File: src/rtl/lif_synapse_accumulator_if.sv
// Handshake and configuration bundle between the synapse accumulator and its
// neighbours: spike/tick input, weight-write port and the current output.
interface lif_synapse_accumulator_if #(
  parameter int N_SYN     = 8,
  parameter int W_WIDTH   = 8,
  parameter int OUT_WIDTH = 8
);
  localparam int AW = $clog2(N_SYN);

  logic                 ena;
  logic [N_SYN-1:0]     spikes_in;
  logic                 tick;
  logic                 wr_en;
  logic [AW-1:0]        wr_addr;
  logic [W_WIDTH-1:0]   wr_data;
  logic [OUT_WIDTH-1:0] cur_out;
  logic                 cur_valid;
  logic                 cur_ready;
  logic                 sat;
  logic                 busy;
  logic                 tick_drop;

  modport master (
    output ena, spikes_in, tick, wr_en, wr_addr, wr_data, cur_ready,
    input  cur_out, cur_valid, sat, busy, tick_drop
  );

  modport slave (
    input  ena, spikes_in, tick, wr_en, wr_addr, wr_data, cur_ready,
    output cur_out, cur_valid, sat, busy, tick_drop
  );
endinterface

File: src/rtl/lif_synapse_accumulator.sv
// Synaptic input stage for the LIF neuron: per-synapse signed weights, spike
// snapshot on tick, serial weighted sum (one synapse per cycle), saturated
// current handed to the neuron over valid/ready.
//
// state   | meaning
// --------+-----------------------------------------------------------
// S_IDLE  | waiting for a tick
// S_ACCUM | adding w[idx] for each set snapshot bit, idx 0..N_SYN-1
// S_OUT   | cur_out/sat held with cur_valid high until cur_ready
module lif_synapse_accumulator #(
  parameter int N_SYN     = 8,
  parameter int W_WIDTH   = 8,
  parameter int ACC_WIDTH = 12,
  parameter int OUT_WIDTH = 8
) (
  input logic clk,
  input logic rst_n,
  lif_synapse_accumulator_if.slave bus
);
  localparam int AW = $clog2(N_SYN);
  localparam logic [AW-1:0] IDX_LAST = AW'(N_SYN - 1);
  localparam logic signed [ACC_WIDTH-1:0] OUT_MAX = ACC_WIDTH'(2 ** (OUT_WIDTH - 1) - 1);
  localparam logic signed [ACC_WIDTH-1:0] OUT_MIN = ~OUT_MAX;

  typedef enum logic [1:0] {S_IDLE, S_ACCUM, S_OUT} state_t;

  state_t                       state_q, state_d;
  logic [AW-1:0]                idx_q, idx_d;
  logic signed [ACC_WIDTH-1:0]  acc_q, acc_d;
  logic [N_SYN-1:0]             snap_q, snap_d;
  logic [W_WIDTH-1:0]           w_q [N_SYN];
  logic [W_WIDTH-1:0]           w_d [N_SYN];
  logic [OUT_WIDTH-1:0]         cur_out_q, cur_out_d;
  logic                         cur_valid_q, cur_valid_d;
  logic                         sat_q, sat_d;
  logic                         tick_drop_q, tick_drop_d;

  logic signed [ACC_WIDTH-1:0]  addend;
  logic signed [ACC_WIDTH-1:0]  acc_sum;

  // Contribution of the synapse at idx; weights are read before any same-edge write.
  always_comb begin
    addend = '0;
    if (snap_q[idx_q]) begin
      addend = {{(ACC_WIDTH - W_WIDTH){w_q[idx_q][W_WIDTH-1]}}, w_q[idx_q]};
    end
    acc_sum = acc_q + addend;
  end

  // Next-state logic for the sequencer, weight file and output registers.
  always_comb begin
    state_d     = state_q;
    idx_d       = idx_q;
    acc_d       = acc_q;
    snap_d      = snap_q;
    w_d         = w_q;
    cur_out_d   = cur_out_q;
    cur_valid_d = cur_valid_q;
    sat_d       = sat_q;
    tick_drop_d = 1'b0;

    if (bus.ena) begin
      if (bus.wr_en) begin
        w_d[bus.wr_addr] = bus.wr_data;
      end

      case (state_q)
        S_IDLE: begin
          if (bus.tick) begin
            snap_d  = bus.spikes_in;
            acc_d   = '0;
            idx_d   = '0;
            state_d = S_ACCUM;
          end
        end

        S_ACCUM: begin
          acc_d = acc_sum;
          idx_d = idx_q + 1'b1;
          if (bus.tick) begin
            tick_drop_d = 1'b1;
          end
          if (idx_q == IDX_LAST) begin
            state_d     = S_OUT;
            cur_valid_d = 1'b1;
            if (acc_sum > OUT_MAX) begin
              cur_out_d = {1'b0, {(OUT_WIDTH - 1){1'b1}}};
              sat_d     = 1'b1;
            end else if (acc_sum < OUT_MIN) begin
              cur_out_d = {1'b1, {(OUT_WIDTH - 1){1'b0}}};
              sat_d     = 1'b1;
            end else begin
              cur_out_d = acc_sum[OUT_WIDTH-1:0];
              sat_d     = 1'b0;
            end
          end
        end

        S_OUT: begin
          if (bus.cur_ready) begin
            cur_valid_d = 1'b0;
            if (bus.tick) begin
              snap_d  = bus.spikes_in;
              acc_d   = '0;
              idx_d   = '0;
              state_d = S_ACCUM;
            end else begin
              state_d = S_IDLE;
            end
          end else if (bus.tick) begin
            tick_drop_d = 1'b1;
          end
        end

        default: state_d = S_IDLE;
      endcase
    end
  end

  // State update with synchronous active-low reset.
  always_ff @(posedge clk) begin
    if (!rst_n) begin
      state_q     <= S_IDLE;
      idx_q       <= '0;
      acc_q       <= '0;
      snap_q      <= '0;
      for (int i = 0; i < N_SYN; i++) begin
        w_q[i] <= '0;
      end
      cur_out_q   <= '0;
      cur_valid_q <= 1'b0;
      sat_q       <= 1'b0;
      tick_drop_q <= 1'b0;
    end else begin
      state_q     <= state_d;
      idx_q       <= idx_d;
      acc_q       <= acc_d;
      snap_q      <= snap_d;
      w_q         <= w_d;
      cur_out_q   <= cur_out_d;
      cur_valid_q <= cur_valid_d;
      sat_q       <= sat_d;
      tick_drop_q <= tick_drop_d;
    end
  end

  assign bus.cur_out   = cur_out_q;
  assign bus.cur_valid = cur_valid_q;
  assign bus.sat       = sat_q;
  assign bus.tick_drop = tick_drop_q;
  assign bus.busy      = (state_q != S_IDLE);

endmodule

File: src/flat_wrapper.sv
// flat-port wrapper written by rule: the top's interface ports become plain ports
module lif_synapse_accumulator_flat 
#(
  parameter int N_SYN     = 8,
  parameter int W_WIDTH   = 8,
  parameter int ACC_WIDTH = 12,
  parameter int OUT_WIDTH = 8
)
  (clk, rst_n, bus_ena, bus_spikes_in, bus_tick, bus_wr_en, bus_wr_addr, bus_wr_data, bus_cur_ready, bus_cur_out, bus_cur_valid, bus_sat, bus_busy, bus_tick_drop);
  lif_synapse_accumulator_if #(.N_SYN(N_SYN), .W_WIDTH(W_WIDTH), .OUT_WIDTH(OUT_WIDTH)) bus_i ();
  input logic clk;
  input logic rst_n;
  input wire logic [$bits(bus_i.ena)-1:0] bus_ena;
  input wire logic [$bits(bus_i.spikes_in)-1:0] bus_spikes_in;
  input wire logic [$bits(bus_i.tick)-1:0] bus_tick;
  input wire logic [$bits(bus_i.wr_en)-1:0] bus_wr_en;
  input wire logic [$bits(bus_i.wr_addr)-1:0] bus_wr_addr;
  input wire logic [$bits(bus_i.wr_data)-1:0] bus_wr_data;
  input wire logic [$bits(bus_i.cur_ready)-1:0] bus_cur_ready;
  output wire logic [$bits(bus_i.cur_out)-1:0] bus_cur_out;
  output wire logic [$bits(bus_i.cur_valid)-1:0] bus_cur_valid;
  output wire logic [$bits(bus_i.sat)-1:0] bus_sat;
  output wire logic [$bits(bus_i.busy)-1:0] bus_busy;
  output wire logic [$bits(bus_i.tick_drop)-1:0] bus_tick_drop;
  assign bus_i.ena = bus_ena;
  assign bus_i.spikes_in = bus_spikes_in;
  assign bus_i.tick = bus_tick;
  assign bus_i.wr_en = bus_wr_en;
  assign bus_i.wr_addr = bus_wr_addr;
  assign bus_i.wr_data = bus_wr_data;
  assign bus_i.cur_ready = bus_cur_ready;
  assign bus_cur_out = bus_i.cur_out;
  assign bus_cur_valid = bus_i.cur_valid;
  assign bus_sat = bus_i.sat;
  assign bus_busy = bus_i.busy;
  assign bus_tick_drop = bus_i.tick_drop;
  lif_synapse_accumulator #(.N_SYN(N_SYN), .W_WIDTH(W_WIDTH), .ACC_WIDTH(ACC_WIDTH), .OUT_WIDTH(OUT_WIDTH)) u_core (.clk(clk), .rst_n(rst_n), .bus(bus_i));
endmodule
File: config.mk
export PLATFORM = sky130hd
export DESIGN_NAME = lif_synapse_accumulator_flat
export DESIGN_NICKNAME = d
export VERILOG_FILES = /design/src/rtl/lif_synapse_accumulator_if.sv /design/src/rtl/lif_synapse_accumulator.sv /design/src/flat_wrapper.sv
export SDC_FILE = /design/constraint.sdc
export NUM_CORES = 1
export LEC_CHECK = 0
export CAP_MARGIN = 20
export CELL_PAD_IN_SITES_DETAIL_PLACEMENT = 0
export CELL_PAD_IN_SITES_GLOBAL_PLACEMENT = 1
export CORE_MARGIN = 4
export CORE_UTILIZATION = 45
export DETAILED_ROUTE_END_ITERATION = 8
export DONT_BUFFER_PORTS = 1
export GPL_ROUTABILITY_DRIVEN = 0
export PLACE_DENSITY_LB_ADDON = 0.15
export SKIP_CTS_REPAIR_TIMING = 1
export SLEW_MARGIN = 20
export SYNTH_ARGS = -nofsm -noshare
export SYNTH_HDL_FRONTEND = slang
export SYNTH_SLANG_ARGS = --single-unit
File: constraint.sdc
create_clock -name clk -period 6.7 [get_ports clk]
set_clock_uncertainty 0.2 [all_clocks]
set_input_delay 0.67 -clock clk [delete_from_list [all_inputs] [get_ports clk]]
set_output_delay 0.67 -clock clk [all_outputs]
set_load 0.1 [all_outputs]
==> flow_metrics.tcl <==
set metrics [dict create \
    outcome "complete, no violations" \
    grt_setup_unrepaired "false" \
    root_buffer "clkbuf_16" \
    path_class "reg2reg" \
    ys.flop_type "dfxtp_1" \
    ys_seq_area_frac 0.395 \
    cp.arrival_ns 4.58 \
    synth_mux_area_frac 0.241 \
    setup_viol 0 \
    synth_cells 505 \
    grt_pass1_wl_um 18200 \
    cpMaxStageDelayCell "mux4_1" \
    postRouteAntennaNets 0 \
    clkSinkCount 100 \
    final_cell_mix "dfxtp_1, mux2i_1, nor2b_1" \
    tns_ns 0 \
    cts.htree.levels 3 \
    clk_pin_slew_ns 0.07 \
    antenna_found_initial 0 \
    hpwl_um 7530 \
    path_delay_family "compound AO/OA/AOI/OAI gates" \
    synth_compound_area_frac 0.0832 \
    grt_remaining_overflow 0 \
    post-route-util 0.498 \
    max_freq_ghz 0.221 \
    pin_count 37 \
    seq_power_share 0.514 \
    rows 38 \
    dieWidth_um 114 \
    comb_power_share 0.048 \
    worstPathCellList "buf_4, mux4_1, mux2i_1, nor2_1, ha_1, fa_1, a21oi_1, o211ai_1, o41ai_1, xor2_1, nor4_2, o31ai_1, a211oi_1" \
    worst_pin_slew_ns 1.13 \
    p_switching_uw 264 \
    ff2ff_setup_slack_ns 2.18 \
    fin_crit_sh 0.675 \
    syn_area_per_cell_sq_um 10.0 \
    cp-start-kind "flip-flop" \
    final_area_sq_um 5450 \
    syn_to_final_growth_pct 7.40 \
    power_density_nw_per_um2 217 \
    netlist_area_sq_um 5070 \
    place_ws_ns 2.20 \
    core_sq_um 10900 \
    io_buffers 0 \
    detail_route.vias_per_cell 5.36 \
    p_int_uw 919 \
    wirelength_um 11200 \
    final-max-slew-violation-count 0 \
    yosys.area_share.adder 0.0459 \
    synth_edf_count 0 \
    yosysTopAreaCell "dfxtp_1" \
    cts_buffers 9 \
    fp.dieArea_sq_um 13000 \
    cellLeakagePower_nw 1.91 \
    grt_max_degree 100 \
    mostFrequentLayoutCell "dfxtp_1" \
    p_clk_frac 0.438 \
    ys_seq_elements 100 \
    drive_above_1_share 0.0769 \
    sw_frac_of_total 0.223 \
    hold_viol_final 0 \
    setup.worst_path.end_class "flip-flop" \
    ir_drop_mv 0.175 \
    grt_usage 0.180 \
    wire_per_inst_um 17.6 \
    hold_class "in2reg" \
    cp_max_fo 20 \
    relSlewSlack 0.246 \
    cp.required_ns 6.76 \
    drt_iter0_markers 141 \
    synth_top_family_by_area "multiplexers" \
    synth_top_area_share 0.395 \
    postPlaceCellArea_sq_um 5150 \
    die_h_um 114 \
    layout_setup_ws_ns 2.18 \
    worst-path-buf-inv 1 \
    synth_cell_types 46 \
    drc_errors 0 \
    fin_nets 533 \
    postSynth.asyncResetShare 0 \
    first_global_vias 3443 \
    synth-xor-area-share 0.0242 \
    vias 3401 \
    clk_path_buf_depth 2 \
    yosys.area_share.simple 0.180 \
    cpPeakStageDelay_ns 0.60 \
    cap_violations 0 \
    clk_latency_ns 0.35 \
    cts_tree "built" \
    min_period_ns 4.52 \
    antenna_cells 0 \
    start_util 0.464 \
    ys_warn_count 0 \
    yosys-top-cells-area "dfxtp_1, mux2i_1, nor2b_1" \
    dr.pass1.iters 4 \
    syn_nets 548 \
]
-- kinds of logic (layout without fill, tap and decap cells) --
kind of cell / count (synthesis) / after routing
XOR/XNOR: 11 / 11
AND/OR/NAND/NOR: 169 / 169
multiplexers: 99 / 99
buffers and inverters: 39 / 28
adder cells (fa/ha/maj): 18 / 18
AO/OA/AOI/OAI: 69 / 69
flip-flops: 100 / 100
-- final timing paths --
kind,from,to,cells after the start
setup reg to reg,u_core.idx_q[0],u_core.bus.cur_out[0],13
hold reg to reg,u_core.acc_q[0],u_core.acc_q[0],2
hold / removal,rst_n,u_core.w_q[57],1
setup / recovery,u_core.idx_q[0],u_core.bus.cur_out[0],13
-- per-stage QoR --
step | total power, mW | hold slack, ns | cells
after global routing | 1.23 | 0.244 | 634
after floorplan | 0.679 | 0.245 | 505
after CTS | 1.20 | 0.231 | 634
after global placement | 0.679 | 0.266 | 619
after detailed placement | 0.680 | 0.269 | 619
final | 1.18 | 0.257 | 634
-- metal layers --
metal  track usage  part of all wire  vias to the layer above
met4        0.0491             0.023                        0
met1         0.220              0.44                     1602
met3        0.0539             0.038                       18
met2         0.308              0.49                       48
li1              -                 -                     1733
met5             0                 0                        -
-- state kept, by name, indices dropped and copies added (netlist names) --
name                  flops
u_core.acc_q             12
u_core.bus.cur_out        8
u_core.bus.cur_valid      1
u_core.bus.sat            1
u_core.bus.tick_drop      1
u_core.idx_q              3
u_core.snap_q             8
u_core.state_q            2
u_core.w_q               64
-- cell type report --
| cell class | instances | area [sq um] |
|---|---|---|
| Sequential cell | 100 | 2000 |
| Multi-Input combinational cell | 366 | 2910 |
| Timing Repair Buffer | 4 | 30.0 |
| Inverter | 9 | 33.8 |
| Clock buffer | 10 | 229 |
| Clock inverter | 5 | 61.3 |
| Tap cell | 140 | 175 |
| Fill cell | 1046 | 5490 |
-- synthesized netlist by cell type (4+ instances only) --
| master | count |
|---|---|
| dfxtp_1 | 100 |
| mux2i_1 | 81 |
| nor2b_1 | 79 |
| nor2_1 | 26 |
| nand2_1 | 25 |
| o21ai_0 | 24 |
| a21oi_1 | 18 |
| clkbuf_1 | 17 |
| ha_1 | 17 |
| nand3_1 | 17 |
| mux4_2 | 13 |
| buf_1 | 10 |
| inv_1 | 9 |
| a21boi_0 | 6 |
| and2_1 | 6 |
| xor2_1 | 5 |
| a211oi_1 | 4 |
| a22oi_1 | 4 |
| mux4_1 | 4 |
| nand2b_1 | 4 |
| xnor2_1 | 4 |
-- power groups by stage --
| stage | Sequential (mW) | Clock, mW | Combinational [mW] |
|---|---|---|---|
| 2_1_floorplan | 0.620 | 0 | 0.0589 |
| 3_3_place_gp | 0.622 | 0 | 0.0569 |
| 3_5_place_dp | 0.622 | 0 | 0.0577 |
| 4_1_cts | 0.608 | 0.533 | 0.0578 |
| 5_1_grt | 0.609 | 0.559 | 0.0626 |
| 6_report | 0.608 | 0.518 | 0.0571 |
No activity file was read; power rests on OpenSTA's default activity.
